<file path="src/rtl/weight_fetch_if.sv">
// Bundle of command, status, BRAM read-port and weight-stream signals
// shared by the weight fetch controller and its environment.
interface weight_fetch_if #(
  parameter int ADDR  = 16,
  parameter int WIDE  = 4,
  parameter int LEN_W = 16
);
  logic             start;
  logic [ADDR-1:0]  base_addr;
  logic [LEN_W-1:0] len;
  logic             abort;
  logic             busy;
  logic             done;
  logic [ADDR-1:0]  bram_addr;
  logic [WIDE-1:0]  bram_dout;
  logic [WIDE-1:0]  w_data;
  logic             w_valid;
  logic             w_ready;
  logic             w_last;

  // Controller side: drives the BRAM address and the weight stream.
  modport master (
    input  start, base_addr, len, abort, bram_dout, w_ready,
    output busy, done, bram_addr, w_data, w_valid, w_last
  );

  // Environment side: scheduler, BRAM and consumer.
  modport slave (
    output start, base_addr, len, abort, bram_dout, w_ready,
    input  busy, done, bram_addr, w_data, w_valid, w_last
  );
endinterface

</file>
<file path="src/rtl/weight_fetch_ctrl.sv">
// Weight fetch controller: turns (base, len) commands into BRAM reads and
// returns the weights as a valid/ready stream through a 2-entry FIFO.
module weight_fetch_ctrl #(
  parameter int ADDR  = 16,
  parameter int WIDE  = 4,
  parameter int LEN_W = 16
) (
  input  logic           clk,
  input  logic           rst_n,
  weight_fetch_if.master bus
);

  typedef enum logic [1:0] {
    IDLE  = 2'd0,
    FETCH = 2'd1,
    DRAIN = 2'd2,
    DONE  = 2'd3
  } state_t;

  state_t state_reg, state_next;

  logic [ADDR-1:0]  bram_addr_reg;
  logic [ADDR-1:0]  next_addr_reg;
  logic [LEN_W-1:0] len_reg;
  logic [LEN_W-1:0] issue_cnt_reg;
  logic             addr_vld_reg;
  logic             addr_last_reg;
  logic             rd_pend_reg;
  logic             pend_last_reg;
  logic [WIDE-1:0]  fifo_data_reg [2];
  logic             fifo_last_reg [2];
  logic             rd_ptr_reg;
  logic             wr_ptr_reg;
  logic [1:0]       count_reg;

  logic       valid;
  logic       head_last;
  logic       pop;
  logic       push;
  logic       issue;
  logic       issue_last;
  logic       cmd_accept;
  logic [1:0] occ;
  logic [1:0] wr_en;

  assign valid      = (count_reg != 2'd0);
  assign head_last  = fifo_last_reg[rd_ptr_reg];
  assign pop        = valid && bus.w_ready;
  // A pending word waits on the BRAM output while the FIFO is full; the
  // address is held then, so the BRAM keeps presenting the same word.
  assign push       = rd_pend_reg && ((count_reg != 2'd2) || pop);
  assign occ        = count_reg + {1'b0, rd_pend_reg};
  assign issue      = (state_reg == FETCH) && !bus.abort &&
                      (pop ? (occ <= 2'd2) : (occ <= 2'd1));
  assign issue_last = (issue_cnt_reg == (len_reg - LEN_W'(1)));
  assign cmd_accept = (state_reg == IDLE) && bus.start && !bus.abort;

  always_comb begin
    state_next = state_reg;
    if (bus.abort) begin
      state_next = IDLE;
    end else begin
      case (state_reg)
        IDLE:    if (bus.start) state_next = (bus.len == '0) ? DONE : FETCH;
        FETCH:   if (issue && issue_last) state_next = DRAIN;
        DRAIN:   if (pop && head_last) state_next = DONE;
        DONE:    state_next = IDLE;
        default: state_next = IDLE;
      endcase
    end
  end

  always_ff @(posedge clk or negedge rst_n) begin
    if (!rst_n) begin
      state_reg     <= IDLE;
      bram_addr_reg <= '0;
      next_addr_reg <= '0;
      len_reg       <= '0;
      issue_cnt_reg <= '0;
      addr_vld_reg  <= 1'b0;
      addr_last_reg <= 1'b0;
      rd_pend_reg   <= 1'b0;
      pend_last_reg <= 1'b0;
      rd_ptr_reg    <= 1'b0;
      wr_ptr_reg    <= 1'b0;
      count_reg     <= 2'd0;
    end else begin
      state_reg <= state_next;
      if (cmd_accept) begin
        next_addr_reg <= bus.base_addr;
        len_reg       <= bus.len;
        issue_cnt_reg <= '0;
      end
      if (issue) begin
        bram_addr_reg <= next_addr_reg;
        next_addr_reg <= next_addr_reg + ADDR'(1);
        issue_cnt_reg <= issue_cnt_reg + LEN_W'(1);
      end
      if (bus.abort) begin
        addr_vld_reg  <= 1'b0;
        addr_last_reg <= 1'b0;
        rd_pend_reg   <= 1'b0;
        pend_last_reg <= 1'b0;
        rd_ptr_reg    <= 1'b0;
        wr_ptr_reg    <= 1'b0;
        count_reg     <= 2'd0;
      end else begin
        addr_vld_reg  <= issue;
        addr_last_reg <= issue && issue_last;
        if (addr_vld_reg) begin
          rd_pend_reg   <= 1'b1;
          pend_last_reg <= addr_last_reg;
        end else if (push) begin
          rd_pend_reg   <= 1'b0;
        end
        if (push) wr_ptr_reg <= ~wr_ptr_reg;
        if (pop)  rd_ptr_reg <= ~rd_ptr_reg;
        case ({push, pop})
          2'b10:   count_reg <= count_reg + 2'd1;
          2'b01:   count_reg <= count_reg - 2'd1;
          default: count_reg <= count_reg;
        endcase
      end
    end
  end

  genvar gi;
  generate
    for (gi = 0; gi < 2; gi++) begin : g_slot
      assign wr_en[gi] = push && !bus.abort && (wr_ptr_reg == 1'(gi));

      always_ff @(posedge clk or negedge rst_n) begin
        if (!rst_n) begin
          fifo_data_reg[gi] <= '0;
          fifo_last_reg[gi] <= 1'b0;
        end else if (wr_en[gi]) begin
          fifo_data_reg[gi] <= bus.bram_dout;
          fifo_last_reg[gi] <= pend_last_reg;
        end
      end
    end
  endgenerate

  assign bus.busy      = (state_reg != IDLE);
  assign bus.done      = (state_reg == DONE);
  assign bus.bram_addr = bram_addr_reg;
  assign bus.w_data    = fifo_data_reg[rd_ptr_reg];
  assign bus.w_valid   = valid;
  assign bus.w_last    = valid && head_last;

endmodule

</file>
<file path="src/flat_wrapper.sv">
// flat-port wrapper written by rule: the top's interface ports become plain ports
module weight_fetch_ctrl_flat 
#(
  parameter int ADDR  = 16,
  parameter int WIDE  = 4,
  parameter int LEN_W = 16
)
  (clk, rst_n, bus_start, bus_base_addr, bus_len, bus_abort, bus_bram_dout, bus_w_ready, bus_busy, bus_done, bus_bram_addr, bus_w_data, bus_w_valid, bus_w_last);
  weight_fetch_if #(.ADDR(ADDR), .WIDE(WIDE), .LEN_W(LEN_W)) bus_i ();
  input  logic clk;
  input  logic rst_n;
  input wire logic [$bits(bus_i.start)-1:0] bus_start;
  input wire logic [$bits(bus_i.base_addr)-1:0] bus_base_addr;
  input wire logic [$bits(bus_i.len)-1:0] bus_len;
  input wire logic [$bits(bus_i.abort)-1:0] bus_abort;
  input wire logic [$bits(bus_i.bram_dout)-1:0] bus_bram_dout;
  input wire logic [$bits(bus_i.w_ready)-1:0] bus_w_ready;
  output wire logic [$bits(bus_i.busy)-1:0] bus_busy;
  output wire logic [$bits(bus_i.done)-1:0] bus_done;
  output wire logic [$bits(bus_i.bram_addr)-1:0] bus_bram_addr;
  output wire logic [$bits(bus_i.w_data)-1:0] bus_w_data;
  output wire logic [$bits(bus_i.w_valid)-1:0] bus_w_valid;
  output wire logic [$bits(bus_i.w_last)-1:0] bus_w_last;
  assign bus_i.start = bus_start;
  assign bus_i.base_addr = bus_base_addr;
  assign bus_i.len = bus_len;
  assign bus_i.abort = bus_abort;
  assign bus_i.bram_dout = bus_bram_dout;
  assign bus_i.w_ready = bus_w_ready;
  assign bus_busy = bus_i.busy;
  assign bus_done = bus_i.done;
  assign bus_bram_addr = bus_i.bram_addr;
  assign bus_w_data = bus_i.w_data;
  assign bus_w_valid = bus_i.w_valid;
  assign bus_w_last = bus_i.w_last;
  weight_fetch_ctrl #(.ADDR(ADDR), .WIDE(WIDE), .LEN_W(LEN_W)) u_core (.clk(clk), .rst_n(rst_n), .bus(bus_i));
endmodule
</file>
<file path="config.mk">
export PLATFORM = sky130hd
export DESIGN_NAME = weight_fetch_ctrl_flat
export DESIGN_NICKNAME = d
export VERILOG_FILES = /design/src/rtl/weight_fetch_if.sv /design/src/rtl/weight_fetch_ctrl.sv /design/src/flat_wrapper.sv
export SDC_FILE = /design/constraint.sdc
export NUM_CORES = 1
export LEC_CHECK = 0
export CORE_AREA = 2 2 133 83
export CTS_CLUSTER_SIZE = 28
export DETAILED_ROUTE_END_ITERATION = 8
export DIE_AREA = 0 0 135 85
export PLACE_DENSITY = 0.7
export SLEW_MARGIN = 20
export SYNTH_ARGS = -nofsm -noshare
export SYNTH_HDL_FRONTEND = slang
export SYNTH_SLANG_ARGS = --single-unit
export TNS_END_PERCENT = 100
</file>
<file path="constraint.sdc">
create_clock -name clk -period 2.52 [get_ports clk]
set_input_delay 0.504 -clock clk [delete_from_list [all_inputs] [get_ports clk]]
set_output_delay 0.504 -clock clk [all_outputs]
set_load 0.02 [all_outputs]
</file>
After elaboration in Yosys (flattened, before gate mapping)
Cells that the tools add are included.

operators by class
  mux-type cells = 30
  equal/unequal tests = 10
  bitwise gates (word level) = 3
  magnitude comparators = 3
  reductions and logical operators = 25
  add/sub/neg operators = 6

operators by type and width
  operator                                             number
  two-way mux 16 bit                                   4
  adder 16 x 1 -> 16 bit, second input constant        2
  equality test 16 bit                                 1
  logical NOT 16 bit                                   1
  subtractor 16 x 1 -> 16 bit, second input constant   1
  two-way mux 1 bit                                    15
  logical AND 1 bit                                    12
  two-way mux 2 bit                                    6
  two-way mux 4 bit                                    3
  nonzero test 2 bit                                   6
  one-hot mux 2 bit (4 select lines)                   1
  equality test 2 bit, second input constant           3
  != test 3 bit, second input constant                 2
  nonzero test 3 bit                                   2
  equality test 2 x 1 -> 1 bit, second input constant  2
  one-hot mux 2 bit (2 select lines)                   1
  != test 3 x 2 -> 1 bit, second input constant        1
  AND reduction 3 bit                                  1
  adder 2 x 1 -> 2 bit                                 1
  adder 2 x 1 -> 2 bit, second input constant          1
  >= comparator 2 bit, second input constant           1
  <= comparator 2 x 1 -> 1 bit, second input constant  1
  <= comparator 2 bit, second input constant           1
  logical NOT 2 bit                                    1
  other kinds (6)                                      7

word-level totals
  logic and storage cells = 93
  output and inout bits = 24
  bits of input ports = 41
  bits in registers = 84

Longest topological paths before layout
Gate-level depths: netlist of the first run.

  depth after elaboration = 8
  mapped depth = 10
  mapped depth without buffers = 9

Least setup slack after synthesis of the first run
Ideal clock, no wire load.

  kind = flip-flop to flip-flop
  start point = register u_core.len_reg[3]
  end point = register u_core.state_reg[0]
  required time = 2.416 ns
  buffers on the path = 1
  setup time = 0.104 ns
  cell stages (with the launch flop) = 9
  path slack = -0.170 ns
  arrival = 2.586 ns
  period minus slack after synthesis = 2.690 ns
  path through = dfrtp_1 > or4_1 > buf_2 > or4_4 > o31ai_4 > o221ai_2 > o41ai_4 > nand2_1 > a221oi_1

on the way
  longest elaborated chain between the ends = 5

ends and longest elaborated chain
  item                                  RTL line                 text
  from (decl)                           weight_fetch_ctrl.sv:24  logic [LEN_W-1:0] len_reg;
  from (signal assigned)                weight_fetch_ctrl.sv:91  len_reg <= bus.len;
  subtractor 16 x 1 -> 16 bit           weight_fetch_ctrl.sv:55  assign issue_last = (issue_cnt_reg == (len_reg - LEN_W'(1)));
  equality test 16 bit                  weight_fetch_ctrl.sv:55
  logical AND 1 bit                     weight_fetch_ctrl.sv:65  FETCH: if (issue && issue_last) state_next = DRAIN;
  != test 3 bit (no source line)        --
  AND reduction 3 bit (no source line)  --
  to (signal assigned)                  weight_fetch_ctrl.sv:88  state_reg <= state_next;
  to (decl)                             weight_fetch_ctrl.sv:20  state_t state_reg, state_next;

Every way passes these cells.
A chain may end at the register's enable or synchronous reset.

Worst setup path after layout of the first run
  start point = register u_core.len_reg[5]
  end point = register u_core.state_reg[1]

Same word-level chain as after synthesis.

==> qor.tcl, run 1 <==
set qor(status) {finished, violations left}
set qor(failed_checks) {negative setup slack}
set qor(coreArea_um2) 10300
set qor(initial_cell_density_of_the_core_pct) 44.0
set qor(cp_cell_instances) {or4_4 > or4_4 > o31ai_4 > o221ai_2 > o41ai_4 > nand2_2 > buf_6 > a221oi_2}
set qor(wl_mm) 12.1
set qor(postSynth.asyncResetShare_pct) 100
set qor(ant_nets) 0
set qor(worstSetupPathType) {register to register}
set qor(detailed_placement_hpwl_mm) 8.90
set qor(final_critical_path_setup_slack_ns) -0.253
set qor(cts_buffer_depth) 2
set qor(die_area_um2) 11500
set qor(worst_path_max_stage_delay_ns) 0.60
set qor(worst-r2r-setup-slack_ns) -0.25
set qor(layoutNonFillerInstCount) 753
set qor(critPathSlowestCell) {sky130_fd_sc_hd__or4_4}
set qor(setup_violations) 2
set qor(layout-area-overhead-vs-synth_pct) 33.6
set qor(cts_num_sinks) 84
set qor(critical_path.n_buffers_inverters) 1
set qor(synth_enable_flop_cells) 0
set qor(fin_crit_sh_pct) 110
set qor(row_count) 29
set qor(grt_pass1_vias) 3944
set qor(rr_worst_depth) 8
set qor(tritoncts) {yes}
set qor(number_of_placed_instances_taps_included) 734
set qor(total_leakage_power_nw) 2.69
set qor(number_of_antenna_violations_at_the_first_check_in_global_routing) 0
set qor(drt_iter0_markers) 295
set qor(pin_count) 65
set qor(clock_tree.root_cell) {sky130_fd_sc_hd__clkbuf_16}
set qor(worst_ep_required_time_ns) 2.77
set qor(global_route_wire_length_before_repair_mm) 19.8
set qor(synth.lib_cells_used.distinct) 57
set qor(grt.overflow.total) 0
set qor(cp_common_cell) {sky130_fd_sc_hd__or4_4}
set qor(worstSkewPairLatency_ns) 0.34
set qor(worst_clock_skew_ns) 0.00550
set qor(critical_path.endpoint_type) {register}
set qor(worst_r2r_endpoint) {u_core.state_reg[1]}
set qor(nets) 658
set qor(place.port_buffers) 64
set qor(hold_bufs_at_cts) 0
set qor(number_of_buffers_added_by_the_clock_tree_synthesis_step) 9
set qor(route.detailed.vias_per_inst) 5.47
set qor(antenna-diode-count) 0
set qor(gr-usage-all-layers_pct) 21.9
set qor(ctsHtreeMaxLevel) 3
set qor(cp_data_arrival_time_ns) 3.02
set qor(min_path_type) {input pin to asynchronous set/reset pin}
set qor(number_of_detailed_routing_iterations_run_before_antenna_repair) 4
set qor(predominant_post_synthesis_flop_cell) {sky130_fd_sc_hd__dfrtp_1}
set qor(slew-limit-headroom_pct) 55.2
set qor(synth.yosys.seq_area_share_pct) 46.4
set qor(maxCapViolCount) 0
set qor(critical_path.top_delay_family) {simple AND/OR/NAND/NOR gates}
set qor(yosys_register_bits) 84
set qor(n_fill_cell) 869
set qor(rsz_0062_raised_after_global_routing) {true}
set qor(area_occupied_by_registers_um2) 2100
set qor(final_core_utilization_pct) 58.8
set qor(clk_pin_slew_ns) 0.06
set qor(slew_violations) 0
set qor(peakVddDrop_mv) 0.466
set qor(final_layout_size_suffix_gt1_share_pct) 19.5
set qor(rr_startpoint) {u_core.len_reg[5]}
set qor(synth-warning-count) 0
set qor(timing_worst_slew_pin_value_ns) 0.672
set qor(wire_per_inst_um) 16.0
set qor(place_worst_setup_slack_ns) -0.328
set qor(setup.worst_path.end) {u_core.state_reg[1]}
set qor(critical_path.startpoint_type) {register}
set qor(drc) 0
set qor(synth.cell_area_um2) 4530
set qor(clock.fmax_ghz) 0.361
set qor(finalHoldViolCount) 0
set qor(multi_input_comb_area_um2) 2410
set qor(critical_path_stages) 8
set qor(die_width_um) 135
set qor(grt_start_max_net_pins) 50
set qor(mapped_avg_cell_area_um2) 8.98
set qor(routed-via-count) 4119
set qor(die_h_um) 85
set qor(syn_inst) 505
set qor(finalWeightedCongestion) 0.863
set qor(crit_fanout) 7
set qor(post_layout_minimum_cycle_time_ns) 2.77
set qor(power-per-cell-area_nw_per_um2) 1040
set qor(worst_setup_path_startpoint) {u_core.len_reg[5]}
set qor(syn_nets) 554
## power by group
part           switching (mW)  total [mW]  internal (mW)  leakage [nW]
combinational            1.57        2.99           1.43          1.50
sequential              0.358        2.14           1.79          1.06
clock                   0.515        1.18          0.667         0.127
## metrics by stage
stage | hold slack, ns | area (um^2) | setup TNS [ns] | total power, mW
floorplan | 0.208 | 4560 | -0.184 | 3.76
global placement | 0.461 | 5660 | -3.69 | 4.84
detailed placement | 0.461 | 5660 | -4.91 | 4.93
CTS | 0.227 | 6010 | -0.426 | 6.29
global route | 0.260 | 6060 | -0.693 | 6.74
finish | 0.209 | 6060 | -0.458 | 6.32
## area by class of cell
class / instances / share of cell area, %
Timing Repair Buffer: 117 / 17.5
Tap cell: 139 / 2.87
Multi-Input combinational cell: 385 / 39.8
Sequential cell: 84 / 34.7
Clock inverter: 4 / 0.434
Inverter: 12 / 0.743
Clock buffer: 12 / 3.90
## cells by family after synthesis
| group | after synthesis | share of synthesized area (%) |
|---|---|---|
| AO/OA/AOI/OAI | 106 | 16.1 |
| XOR/XNOR | 18 | 3.78 |
| adder cells (fa/ha/maj) | 8 | 2.21 |
| buffers and inverters | 36 | 3.17 |
| flip-flops | 84 | 46.4 |
| multiplexers | 17 | 4.17 |
| AND/OR/NAND/NOR | 236 | 24.2 |
## cells in the mapped netlist (9+ instances only)
master,number,area [um^2]
sky130_fd_sc_hd__a211oi_1,10,75.1
sky130_fd_sc_hd__a21oi_1,22,110
sky130_fd_sc_hd__clkbuf_1,21,78.8
sky130_fd_sc_hd__dfrtp_1,84,2100
sky130_fd_sc_hd__inv_1,12,45.0
sky130_fd_sc_hd__mux2_2,15,169
sky130_fd_sc_hd__nand2_1,116,435
sky130_fd_sc_hd__nand3_1,18,90.1
sky130_fd_sc_hd__nor2_1,40,150
sky130_fd_sc_hd__nor4_1,10,62.6
sky130_fd_sc_hd__o21ai_0,32,160
sky130_fd_sc_hd__xor2_1,9,78.8
## cell usage in the layout, fill, tap and decap left out, drive strengths merged, types with 3 or more instances in the layout
cell type	instances
or2	3
nand2	116
mux2	15
dfrtp	84
a21oi	22
o211ai	5
o31ai	6
clkinv	3
nand3	18
nor4	11
or3	5
xnor2	8
o31a	3
inv	12
buf	54
o21ai	32
or4	5
nor3b	3
clkbuf	12
nor2	40
nor3	5
nand4	3
a31oi	4
and3	7
xor2	9
a211oi	10
o221a	3
and2	5
nand2b	6
clkdlybuf4s50	63
a311oi	4
ha	8
## repair_timing
action / 4_1_cts / 5_1_grt
setup endpoints to repair: 2 / 19
pin swaps: 4 / 2
setup buffers: 2 / 1
resized for setup: 17 / 10
## per-layer routing
metal / track usage, % / up-vias / routed length (um)
li1: - / 2007 / -
met1: 32.2 / 2002 / 6000
met2: 33.2 / 100 / 5380
met3: 4.66 / 10 / 584
met4: 5.11 / 0 / 111
met5: 0 / - / 0
## how the worst min path moves through the flow
stage / slack (ns) / endpoint / cells after the start
2_1_floorplan: 0.21 / u_core.addr_last_reg / 0
3_3_place_gp: 0.46 / u_core.bus.bram_addr[11] / 2
3_5_place_dp: 0.46 / u_core.bus.bram_addr[13] / 2
4_1_cts: 0.23 / u_core.len_reg[0] / 1
5_1_grt: 0.26 / u_core.len_reg[0] / 1
6_report: 0.21 / u_core.len_reg[0] / 1
Note: power is estimated with default switching activity, not from simulation.
==> inputs of run 2 (changes only) <==
- PLACE_DENSITY: 0.7 -> 0.67
- TNS_END_PERCENT: 100 -> unset
- clock period: 2.52 -> 3.5 ns (I/O delays scaled with it)
==> qor.tcl, run 2 (synthesis gave the netlist of run 1 again) <==
set qor(met1_usage_pct) 31.5 ;# -0.76 points
set qor(die_area_um2) 11500 ;# unchanged
set qor(antenna-diode-count) 0 ;# unchanged
set qor(route.detailed.vias_per_inst) 5.56 ;# +1.6%
set qor(cts_buffer_depth) 2 ;# unchanged
set qor(switchingPower_mw) 1.65 ;# -32%
set qor(coreArea_um2) 10300 ;# unchanged
set qor(row_count) 29 ;# unchanged
set qor(most-common-layout-cells) {116 x sky130_fd_sc_hd__nand2_1, 84 x sky130_fd_sc_hd__dfrtp_1, 63 x sky130_fd_sc_hd__clkdlybuf4s50_1, 40 x sky130_fd_sc_hd__nor2_1, 32 x sky130_fd_sc_hd__o21ai_0}
set qor(power_report.internal_total_mw) 2.63 ;# -32%
set qor(timing_worst_slew_pin_value_ns) 0.858 ;# +0.186 ns
set qor(worst_ep_required_time_ns) 3.73 ;# +0.96 ns
set qor(cts_num_sinks) 84 ;# unchanged
set qor(post-layout-total-power_mw) 4.27 ;# -32%
set qor(ant_nets) 0 ;# unchanged
set qor(critical_path.endpoint_type) {register}
set qor(grt_start_max_net_pins) 85 ;# +70%
set qor(critical_path.n_buffers_inverters) 0 ;# -1
set qor(clk_pin_slew_ns) 0.06 ;# about the same
set qor(nets) 610 ;# -7.3%
set qor(slew-limit-headroom_pct) 42.6 ;# -13 points
set qor(die_width_um) 135 ;# unchanged
set qor(crit_fanout) 8 ;# +1
set qor(finalWeightedCongestion) 0.861 ;# -0.17%
set qor(hold_bufs_at_cts) 0 ;# unchanged
set qor(finalHoldViolCount) 0 ;# unchanged
set qor(detailed_placement_hpwl_mm) 7.91 ;# -11%
set qor(power-per-cell-area_nw_per_um2) 764 ;# -27%
set qor(final_layout_size_suffix_gt1_share_pct) 8.85 ;# -11 points
set qor(tritoncts) {yes}
set qor(setup_tns_ns) 0 ;# +0.458 ns
set qor(clock_tree.root_cell) {sky130_fd_sc_hd__clkbuf_16}
set qor(groute.layer.met3.usage_pct) 5.02 ;# +0.36 points
set qor(status) {finished clean}
set qor(cp_cell_instances) {or4_1 > nor4_1 > xnor2_1 > o2111ai_1 > o41ai_4 > nand2_1 > a221oi_1}
set qor(worstSkewPairLatency_ns) 0.34 ;# about the same
set qor(routed-via-count) 3911 ;# -5.0%
set qor(number_of_detailed_routing_iterations_run_before_antenna_repair) 5 ;# +1
set qor(grt-busiest-layer) {met1}
set qor(grt_pass1_vias) 3619 ;# -8.2%
set qor(total_leakage_power_nw) 2.43 ;# -9.5%
set qor(wl_mm) 11.3 ;# -6.7%
set qor(pin_count) 65 ;# unchanged
set qor(place.port_buffers) 64 ;# unchanged
set qor(cp_data_arrival_time_ns) 3.28 ;# +0.26 ns
set qor(peakVddDrop_mv) 0.320 ;# -31%
set qor(n_fill_cell) 934 ;# +7.5%
set qor(drc) 0 ;# unchanged
set qor(critical_path.top_delay_family) {simple AND/OR/NAND/NOR gates}
set qor(setup_violations) 0 ;# -2
set qor(mostFrequentLayoutCell) {sky130_fd_sc_hd__nand2_1}
set qor(grt_util_met2_pct) 28.7 ;# -4.5 points
set qor(maxCapViolCount) 0 ;# unchanged
set qor(critical_path.startpoint_type) {register}
set qor(worstSetupPathType) {register to register}
set qor(initial_cell_density_of_the_core_pct) 44.0 ;# unchanged
set qor(ctsHtreeMaxLevel) 3 ;# unchanged
set qor(worst_clock_skew_ns) 0.00742 ;# +0.00192 ns
set qor(rsz_0062_raised_after_global_routing) {false}
set qor(number_of_buffers_added_by_the_clock_tree_synthesis_step) 9 ;# unchanged
set qor(global_route_wire_length_before_repair_mm) 18.5 ;# -6.4%
set qor(drt_iter0_markers) 337 ;# +14%
set qor(cts-resized-gates) 0 ;# -17
set qor(wire_per_inst_um) 16.0 ;# -0.22%
set qor(post-cts-setup-buffers) 0 ;# -2
set qor(die_h_um) 85 ;# unchanged
set qor(fin_crit_sh_pct) 87.2 ;# -23 points
set qor(layout-area-overhead-vs-synth_pct) 23.4
set qor(gr-usage-all-layers_pct) 20.5 ;# -1.4 points
set qor(post_layout_minimum_cycle_time_ns) 3.05 ;# +0.279 ns
set qor(critPathSlowestCell) {sky130_fd_sc_hd__or4_1}
set qor(min_path_type) {input pin to asynchronous set/reset pin}
set qor(grt.overflow.total) 0 ;# unchanged
set qor(switching_share_pct) 38.6 ;# -0.070 points
set qor(worst_path_max_stage_delay_ns) 0.70 ;# +0.10 ns
set qor(power_frac_clock_pct) 22.8 ;# +4.1 points
set qor(clock.fmax_ghz) 0.328 ;# -9.1%
set qor(power_frac_seq_pct) 37.5 ;# +3.6 points
set qor(slew_violations) 0 ;# unchanged
set qor(p_comb_share_pct) 39.7 ;# -7.7 points
set qor(number_of_antenna_violations_at_the_first_check_in_global_routing) 0 ;# unchanged
## run 2: per-stage QoR
step                instance area [um^2]  hold WS [ns]  worst slack (ns)  util, %  std cells
CTS                                 5590         0.480             0.465     54.3        704
finish                              5600         0.426             0.448     54.3        704
floorplan                           4530         0.404             0.810        -        505
detailed placement                  5290         0.463             0.292     51.3        689
global route                        5600         0.488             0.215     54.3        704
global placement                    5290         0.459             0.383     51.3        689
## run 2: power groups by stage
stage / Sequential, mW / Clock, mW / Combinational, mW
after floorplan: 1.63 / 0 / 1.06
after global placement: 1.60 / 0 / 1.65
after detailed placement: 1.61 / 0 / 1.69
after CTS: 1.60 / 0.989 / 1.70
after global routing: 1.65 / 1.03 / 1.87
final: 1.60 / 0.974 / 1.70
## run 2: cell type report
type                       count  area [um^2]  area share [%]
clock buffer                  12          256            4.58
clock inverter                 3         46.3           0.827
inverter                      12         45.0           0.805
multi-input combinational    385         2290            41.0
sequential                    84         2100            37.6
tap                          139          174            3.11
timing repair buffer          69          679            12.1
## run 2: per-layer routing
| layer | share of wire [%] | wire length [um] |
|---|---|---|
| met5 | 0 | 0 |
| met4 | 0.91 | 102 |
| met3 | 4.1 | 457 |
| met2 | 43 | 4800 |
| met1 | 52 | 5900 |
## run 2: worst paths after layout
check | slack (ns) | cells past startpoint | start | to
min in group clk | 0.47 | 2 | u_core.bus.bram_addr[9] | u_core.bus.bram_addr[9]
setup / recovery | 0.45 | 7 | u_core.len_reg[3] | u_core.state_reg[0]
setup reg to reg | 0.45 | 7 | u_core.len_reg[3] | u_core.state_reg[0]
hold / removal | 0.43 | 1 | rst_n | u_core.len_reg[11]
hold reg to reg | 0.47 | 2 | u_core.bus.bram_addr[9] | u_core.bus.bram_addr[9]
max in group asynchronous | 2.56 | 1 | rst_n | u_core.addr_vld_reg
## run 2: worst reg2reg max path: cells and delay by family, from the launching register on
kind | cells | cell delay (ns)
simple gates | 3 | 1.19
compound gates | 3 | 1.08
flops | 1 | 0.46
xor+xnor | 1 | 0.20
